[src/rtl/fc_score_engine.sv]
// FC2 class-score engine: one signed MAC every 3 cycles, requantized scores written to the score RAM.
// Optional FC_ROUND_EN selects round-half-up requantization instead of floor.
module fc_score_engine #(
  parameter int N_IN  = 32,
  parameter int N_OUT = 10,
  parameter int SHIFT = 7,
  parameter int W_AW  = 9
) (
  input  logic            clk,
  input  logic            rst,
  input  logic            start,
  output logic [9:0]      in_addr,
  input  logic [7:0]      in_data,
  output logic [W_AW-1:0] w_addr,
  input  logic [7:0]      w_data,
  output logic            wr_en,
  output logic [9:0]      wr_addr,
  output logic [7:0]      wr_data,
  output logic            done
);

  localparam logic [2:0] S_IDLE   = 3'd0;
  localparam logic [2:0] S_INIT   = 3'd1;
  localparam logic [2:0] S_ADDR   = 3'd2;
  localparam logic [2:0] S_WAIT   = 3'd3;
  localparam logic [2:0] S_ACC    = 3'd4;
  localparam logic [2:0] S_WRITE  = 3'd5;
  localparam logic [2:0] S_FINISH = 3'd6;

  localparam logic [9:0] LAST_I = 10'(N_IN - 1);
  localparam logic [9:0] LAST_J = 10'(N_OUT - 1);

  logic [2:0]        state_q, state_d;
  logic [9:0]        i_q, i_d;
  logic [9:0]        j_q, j_d;
  logic [W_AW-1:0]   wcnt_q, wcnt_d;
  logic [9:0]        in_addr_q, in_addr_d;
  logic [W_AW-1:0]   w_addr_q, w_addr_d;
  logic              done_q, done_d;
  logic signed [23:0] acc_q, acc_d;

  logic signed [16:0] prod;
  logic signed [23:0] rnd;
  logic signed [23:0] shifted;
  logic [7:0]         score;

  // Activation is unsigned, so it gets a zero sign bit before the signed multiply.
  assign prod = $signed({8'b0, in_data}) * $signed({{9{w_data[7]}}, w_data});

`ifdef FC_ROUND_EN
  localparam logic signed [23:0] RND_BIAS = 24'(1) << (SHIFT - 1);
  assign rnd = acc_q + RND_BIAS;
`else
  assign rnd = acc_q;
`endif

  assign shifted = rnd >>> SHIFT;

  always_comb begin
    if (shifted[23])
      score = 8'd0;
    else if (shifted[22:8] != '0)
      score = 8'hFF;
    else
      score = shifted[7:0];
  end

  always_comb begin
    state_d   = state_q;
    i_d       = i_q;
    j_d       = j_q;
    wcnt_d    = wcnt_q;
    in_addr_d = in_addr_q;
    w_addr_d  = w_addr_q;
    done_d    = done_q;
    acc_d     = acc_q;
    case (state_q)
      S_IDLE: begin
        done_d = 1'b0;
        if (start) begin
          j_d      = '0;
          w_addr_d = '0;
          wcnt_d   = '0;
          state_d  = S_INIT;
        end
      end
      S_INIT: begin
        acc_d   = '0;
        i_d     = '0;
        state_d = S_ADDR;
      end
      S_ADDR: begin
        in_addr_d = i_q;
        w_addr_d  = wcnt_q;
        state_d   = S_WAIT;
      end
      S_WAIT: state_d = S_ACC;
      S_ACC: begin
        // The weight counter runs across row boundaries, giving j*N_IN+i without a multiplier.
        acc_d  = acc_q + {{7{prod[16]}}, prod};
        wcnt_d = wcnt_q + W_AW'(1);
        if (i_q == LAST_I) begin
          state_d = S_WRITE;
        end else begin
          i_d     = i_q + 10'd1;
          state_d = S_ADDR;
        end
      end
      S_WRITE: begin
        if (j_q == LAST_J) begin
          state_d = S_FINISH;
        end else begin
          j_d     = j_q + 10'd1;
          state_d = S_INIT;
        end
      end
      S_FINISH: begin
        done_d = 1'b1;
        if (!start) state_d = S_IDLE;
      end
      default: state_d = S_IDLE;
    endcase
  end

  always_ff @(posedge clk) begin
    if (rst) begin
      state_q   <= S_IDLE;
      i_q       <= '0;
      j_q       <= '0;
      wcnt_q    <= '0;
      in_addr_q <= '0;
      w_addr_q  <= '0;
      done_q    <= 1'b0;
      acc_q     <= '0;
    end else begin
      state_q   <= state_d;
      i_q       <= i_d;
      j_q       <= j_d;
      wcnt_q    <= wcnt_d;
      in_addr_q <= in_addr_d;
      w_addr_q  <= w_addr_d;
      done_q    <= done_d;
      acc_q     <= acc_d;
    end
  end

  assign in_addr = in_addr_q;
  assign w_addr  = w_addr_q;
  assign done    = done_q;
  assign wr_en   = (state_q == S_WRITE);
  assign wr_addr = wr_en ? j_q : '0;
  assign wr_data = wr_en ? score : '0;

endmodule

[config.mk]
export PLATFORM = sky130hd
export DESIGN_NAME = fc_score_engine
export DESIGN_NICKNAME = d
export VERILOG_FILES = /design/src/rtl/fc_score_engine.sv
export SDC_FILE = /design/constraint.sdc
export NUM_CORES = 1
export LEC_CHECK = 0
export BUFFER_PORTS_ARGS = -buffer_cell sky130_fd_sc_hd__buf_2
export CORE_ASPECT_RATIO = 2
export CORE_MARGIN = 4
export CORE_UTILIZATION = 30
export DETAILED_ROUTE_END_ITERATION = 8
export PLACE_DENSITY = 0.54
export SYNTH_ARGS = -nofsm -noshare
export SYNTH_HDL_FRONTEND = slang
export SYNTH_SLANG_ARGS = --single-unit
export TNS_END_PERCENT = 30
[constraint.sdc]
create_clock -name clk -period 9.7 [get_ports clk]
set_clock_uncertainty 0.15 [all_clocks]
set_input_delay 1.94 -clock clk [delete_from_list [all_inputs] [get_ports clk]]
set_output_delay 1.94 -clock clk [all_outputs]
set_load 0.01 [all_outputs]
==> out/metrics.yaml, run 1 <==
run_status:
  status: "finished, final reports clean"
setup_path:
  cp_max_fo: 9
  ff2ff_setup_slack_ps: 6790
  critPathKind: "primary input to flip-flop"
  reg2regPathDepth: 11
  worst_setup_path_end_kind: "flip-flop"
  endpoint: "acc_q[23]$_SDFFE_PP0P_"
  r2r_end: "acc_q[20]$_SDFFE_PP0P_"
  cp.arrival_ps: 7920
  critPathRequiredTime_ps: 9810
  critPathLaunchType: "primary input"
  timing.rr.start: "acc_q[0]$_SDFFE_PP0P_"
  crit_path_start: "w_data[7]"
synthesis:
  synth_area_sq_um: 6720
  synth_enable_flop_cells: 0
  synth.distinct_cells: 75
  synth_largest_area_cell: "dfxtp_1"
  ys.flop_type: "dfxtp_1"
  yosysMostFrequentCell: "inv_1"
  synthArstFlopShare_pct: 0
  synthTopCellsByCount: "78 x inv_1, 76 x dfxtp_1, 74 x nand2_1"
  synth.avg_cell_area_sq_um: 8.31
  yosys_warnings: 0
  synth_seq_cells: 76
  syn-num-nets: 937
  synth_area_leaders: "dfxtp_1 23%, ha_1 13%, fa_1 11%, and2_1 5.2%, a21oi_1 4.6%"
  seq_area_frac_synth_pct: 22.6
  synth.top_cell.area_share_pct: 22.6
  synthCells: 809
timing:
  drv_slew: 0
  min_period_ps: 7810
  worst_slew_pin_slew_ps: 1130
  rsz0062_at_grt: "no"
  hold_viol: 0
  timing.hold.ws_ps: 299
  finalCritPeriodShare_pct: 80.6
  fmax_mhz: 128
  finalSetupViolCount: 0
  fin_tns_setup_ps: 0
  relSlewSlack_pct: 24.5
run:
  maxCapViolations: 0
die:
  num_rows: 77
  die_w_um: 114
  core_sq_um: 22100
  die_y_um: 220
  initial_utilization_pct: 30.5
  ioPinCount: 58
  die_area_sq_um: 25000
power:
  vdd_ir_drop_max_uv: 151
  p_total_mw: 1.36
  leakage_nw: 3.39
  powerDensity_nw_per_um2: 181
grt:
  grt_pass1_vias: 5730
  grt_pass1_wl_mm: 27.7
  globalRouteTotalUtil_pct: 13.6
  grt_max_degree: 52
  antenna_found_initial: 0
  gr-total-overflow: 0
final_layout:
  fin_area_sq_um: 7500
  multi_input_area_sq_um: 4780
  diodes: 0
  drive_gt1_share_pct: 11.3
  regArea_sq_um: 1520
  fill_cells: 2307
  post-route-util_pct: 34.0
  fin_nets: 976
  syn_to_final_growth_pct: 11.5
place:
  numPortBuffers: 57
  place_area_sq_um: 7230
  place.gp.congestion: 0.865
  dp.final_hpwl_mm: 13.6
drt:
  routed_wl_mm: 16.5
  drc_errors: 0
  antenna_left: 0
  viasPerCell: 5.00
  firstDrtPassIters: 4
  drt-wirelength-per-cell_um: 14.6
  via_count: 5644
  drt-initial-drc-count: 361
hold_path:
  worstHoldPathCells: 2
  min_path_type: "flip-flop to flip-flop"
clock_network:
  max-clock-path-buffers: 2
  cts_buffers: 9
  cts_tree: "built"
  holdBufCountCts: 0
  cts_resized: 0
  htreeDepth: 3
  clock_sinks: 76
  worst_setup_hold_path_clk_slew_ps: 60
  clkLatencyLatePin_ps: 330
  cts-root-buf: "clkbuf_16"
  post_cts_buffers: 0
[layout by cell type, fill, tap and decap left out, drive strengths merged, types with 4 or more instances in the layout]
cell type | Yosys | routed
and2 | 56 | 56
o21ai | 23 | 23
nand3b | 4 | 4
nand3 | 28 | 28
a22o | 12 | 12
a21oi | 67 | 67
nand4 | 13 | 13
o21bai | 6 | 6
clkinv | 0 | 4
nor2 | 66 | 66
nand2b | 12 | 12
nor4 | 4 | 4
a21o | 11 | 11
ha | 71 | 71
inv | 78 | 79
a31oi | 4 | 4
fa | 38 | 38
nor3 | 13 | 13
a22oi | 9 | 9
buf | 11 | 58
o21a | 18 | 18
xor2 | 20 | 20
xnor2 | 23 | 23
dfxtp | 76 | 76
clkbuf | 19 | 10
nand2 | 74 | 74
[through the flow]
stage	cells	worst slack, ps
after floorplan	809	2050
after global placement	1113	1660
after detailed placement	1113	1530
after CTS	1129	1880
after global routing	1129	1420
final	1129	1890
[report_power, final]
| part | total (mW) | leakage, nW | internal [mW] | switching (mW) |
|---|---|---|---|---|
| logic | 0.731 | 2.65 | 0.284 | 0.447 |
| clock network | 0.307 | 0.133 | 0.173 | 0.134 |
| registers | 0.321 | 0.612 | 0.315 | 0.00566 |
| total | 1.36 | 3.39 | 0.772 | 0.587 |
[flip-flops by register name, summed over array words and instances, names as in the netlist]
register / flops
acc_q: 24
i_q: 10
in_addr: 10
j_q: 10
w_addr: 9
wcnt_q: 9
state_q: 3
done: 1
[worst max-delay path, cell delays in order]
cell,delay (ps)
buf_2,150
inv_1,190
nor2_1,100
fa_1,510
fa_1,510
fa_1,540
inv_1,50
fa_1,520
inv_1,40
ha_1,340
o2111a_1,260
a21o_1,220
and4_1,210
nor3_2,530
ha_1,460
nand4_1,180
inv_1,60
o2111ai_1,90
o211ai_1,170
a221oi_1,370
xor2_1,220
a21oi_1,90
o22ai_1,160
[cell type report]
| class | instances | area share (%) |
|---|---|---|
| multi-input combinational | 625 | 63.7 |
| sequential | 76 | 20.3 |
| tap | 276 | 4.61 |
| timing repair buffer | 58 | 3.91 |
| inverter | 78 | 3.91 |
| clock buffer | 10 | 3.05 |
| clock inverter | 6 | 0.534 |
[per-layer routing]
layer	share of wire (%)	global-route usage (%)	routed length [um]
met5	0	0	0
met2	57	27.1	9360
met3	2.2	1.21	361
met4	3.2	5.59	527
met1	38	14.1	6270
[worst min-delay path by stage]
stage | startpoint | endpoint
finish | in_addr[6]$_SDFFE_PP0P_ | in_addr[6]$_SDFFE_PP0P_
global route | in_addr[9]$_SDFFE_PP0P_ | in_addr[9]$_SDFFE_PP0P_
CTS | in_addr[6]$_SDFFE_PP0P_ | in_addr[6]$_SDFFE_PP0P_
detailed placement | in_addr[6]$_SDFFE_PP0P_ | in_addr[6]$_SDFFE_PP0P_
global placement | in_addr[8]$_SDFFE_PP0P_ | in_addr[8]$_SDFFE_PP0P_
floorplan | acc_q[6]$_SDFFE_PP0P_ | acc_q[6]$_SDFFE_PP0P_
[logic make-up after synthesis]
kind of cell	share of synthesized area, %
muxes	0.484
xor gates and xnor gates	5.60
adders and majority gates	24.5
and+or+nand+nor	22.0
DFF	22.6
buffers and inverters	6.31
AOI/OAI and AO/OA	18.4
No activity file was read; power rests on OpenSTA's default activity.
==> run 2, diff against run 1 <==
==> constraint.sdc (replaced) <==
create_clock -name clk -period 7.95 [get_ports clk]
set_clock_uncertainty 0.15 [all_clocks]
set_input_delay 1.59 -clock clk [delete_from_list [all_inputs] [get_ports clk]]
set_output_delay 1.59 -clock clk [all_outputs]
set_load 0.01 [all_outputs]
==> run 2 against run 1 <==
Sequential share of layout area decreased by 0.22 points; first-iteration DRC count decreased by 23%; largest power group unchanged; setup slack got worse by 1300 ps.
==> out/metrics.yaml, run 2 (synthesized netlist as in run 1, its figures left out) <==
run_status:
  status: "finished, final reports clean"
clock_network:
  cts_resized: 0  # unchanged
  htreeDepth: 3  # unchanged
  clock_sinks: 76  # unchanged
  cts_tree: "built"
  holdBufCountCts: 0  # unchanged
  cts-root-buf: "clkbuf_16"
  max-clock-path-buffers: 2  # unchanged
  cts_buffers: 9  # unchanged
  worst_setup_hold_path_clk_slew_ps: 60  # about the same
  clkLatencyLatePin_ps: 340  # about the same
  post_cts_buffers: 0  # unchanged
final_layout:
  drive_gt1_share_pct: 11.6  # +0.31 points
  fin_nets: 979  # +0.31%
  fill_cells: 2333  # +1.1%
  regMostFlops: "acc_q"
  diodes: 0  # unchanged
  final_cell_mix: "78 x inv_1, 76 x dfxtp_1, 74 x nand2_1"
  layout_commonest_cell: "inv_1"
  syn_to_final_growth_pct: 12.8
  final_cells: 1132  # +0.27%
  largest_reg_flops: 24  # unchanged
timing:
  finalCritPeriodShare_pct: 92.0
  rsz0062_at_grt: "no"
  min_period_ps: 7320
  fin_tns_setup_ps: 0  # unchanged
  drv_slew: 0  # unchanged
  hold_viol: 0  # unchanged
  timing.final.ws_setup_ps: 635  # -1250 ps
  worst_slew_pin_slew_ps: 1160  # +34.1 ps
  relSlewSlack_pct: 22.2  # -2.3 points
  fmax_mhz: 137
  finalSetupViolCount: 0  # unchanged
setup_path:
  critPathKind: "primary input to flip-flop"
  critPathRequiredTime_ps: 8030  # -1780 ps
  cp_max_fo: 9  # unchanged
  reg2regPathDepth: 11  # unchanged
  worst_setup_path_end_kind: "flip-flop"
  cp.arrival_ps: 7390  # -530 ps
  critPathLaunchType: "primary input"
  ff2ff_setup_slack_ps: 5040  # -1750 ps
power:
  p_total_mw: 1.73  # +27%
  powerDensity_nw_per_um2: 228  # +26%
  vdd_ir_drop_max_uv: 128  # -15%
  leakage_nw: 3.43  # +1.2%
die:
  num_rows: 77  # unchanged
  initial_utilization_pct: 30.5  # unchanged
  ioPinCount: 58  # unchanged
  die_area_sq_um: 25000  # unchanged
  core_sq_um: 22100  # unchanged
  die_w_um: 114  # unchanged
  die_y_um: 220  # unchanged
drt:
  via_count: 5659  # +0.27%
  drt-initial-drc-count: 277  # -23%
  antenna_left: 0  # unchanged
  drc_errors: 0  # unchanged
  viasPerCell: 5.00  # about the same
  drt-wirelength-per-cell_um: 14.7  # +0.35%
  firstDrtPassIters: 4  # unchanged
  routed_wl_mm: 16.6  # +0.61%
hold_path:
  min_path_type: "flip-flop to flip-flop"
  worstHoldPathCells: 2  # unchanged
place:
  dp_cells: 1116  # +0.27%
  dp.final_hpwl_mm: 13.7  # +0.40%
  numPortBuffers: 57  # unchanged
  place.gp.congestion: 0.863  # -0.19%
  pre_cts_ws_ps: 284  # -1250 ps
grt:
  grt_max_degree: 52  # unchanged
  grt_pass1_wl_mm: 27.8  # +0.42%
  globalRouteTotalUtil_pct: 13.7  # +0.10 points
  grt_pass1_vias: 5764  # +0.59%
  gr-total-overflow: 0  # unchanged
  antenna_found_initial: 0  # unchanged
run:
  maxCapViolations: 0  # unchanged
-- run 2: final timing paths --
kind / startpoint / end
worst max-delay path: in_data[0] / acc_q[22]$_SDFFE_PP0P_
worst min-delay path: in_addr[3]$_SDFFE_PP0P_ / in_addr[3]$_SDFFE_PP0P_
worst max register to register: acc_q[0]$_SDFFE_PP0P_ / acc_q[20]$_SDFFE_PP0P_
worst min register to register: in_addr[3]$_SDFFE_PP0P_ / in_addr[3]$_SDFFE_PP0P_
-- run 2: layout make-up --
| type | count | area, sq um | share of cell area, % |
|---|---|---|---|
| Clock inverter | 5 | 85.1 | 1.12 |
| Sequential cell | 76 | 1520 | 20.1 |
| Timing Repair Buffer | 61 | 315 | 4.16 |
| Clock buffer | 11 | 243 | 3.20 |
| Inverter | 78 | 293 | 3.86 |
| Multi-Input combinational cell | 625 | 4780 | 63.0 |
| Tap cell | 276 | 345 | 4.56 |
-- run 2: metrics by stage --
step,instance area (sq um),hold WS (ps),util (%)
2_1_floorplan,6720,286,-
3_3_place_gp,7250,290,32.9
3_5_place_dp,7250,293,32.9
4_1_cts,7580,302,34.4
5_1_grt,7580,326,34.4
6_report,7580,301,34.4
-- run 2: where the power goes --
part           total (mW)  switching, mW  internal, mW
clock               0.448          0.164         0.285
sequential          0.391        0.00681         0.384
combinational       0.891          0.542         0.349
total                1.73          0.713          1.02
-- run 2: critical path: stages --
cell and delay, ps:
buf_2 140, nand2b_1 170, fa_1 510, fa_1 540, inv_1 50, fa_1 520
inv_1 50, fa_1 530, inv_1 40, ha_1 320, inv_1 90, nor2_1 60
or4_4 460, a311oi_4 320, o21bai_2 90, a21oi_2 140, xnor2_1 130, ha_1 340
a21o_1 200, a21o_1 170, a211o_1 280, a21oi_1 130, o21ai_0 90, a21oi_1 160
xnor2_1 80, a22o_1 190
-- run 2: per-layer routing --
layer	GRT usage [%]	share of wire, %	wire length, um
met5	0	0	0
met4	5.98	3.2	525
met3	1.15	2.3	390
met2	27.4	57	9480
met1	14.0	37	6220
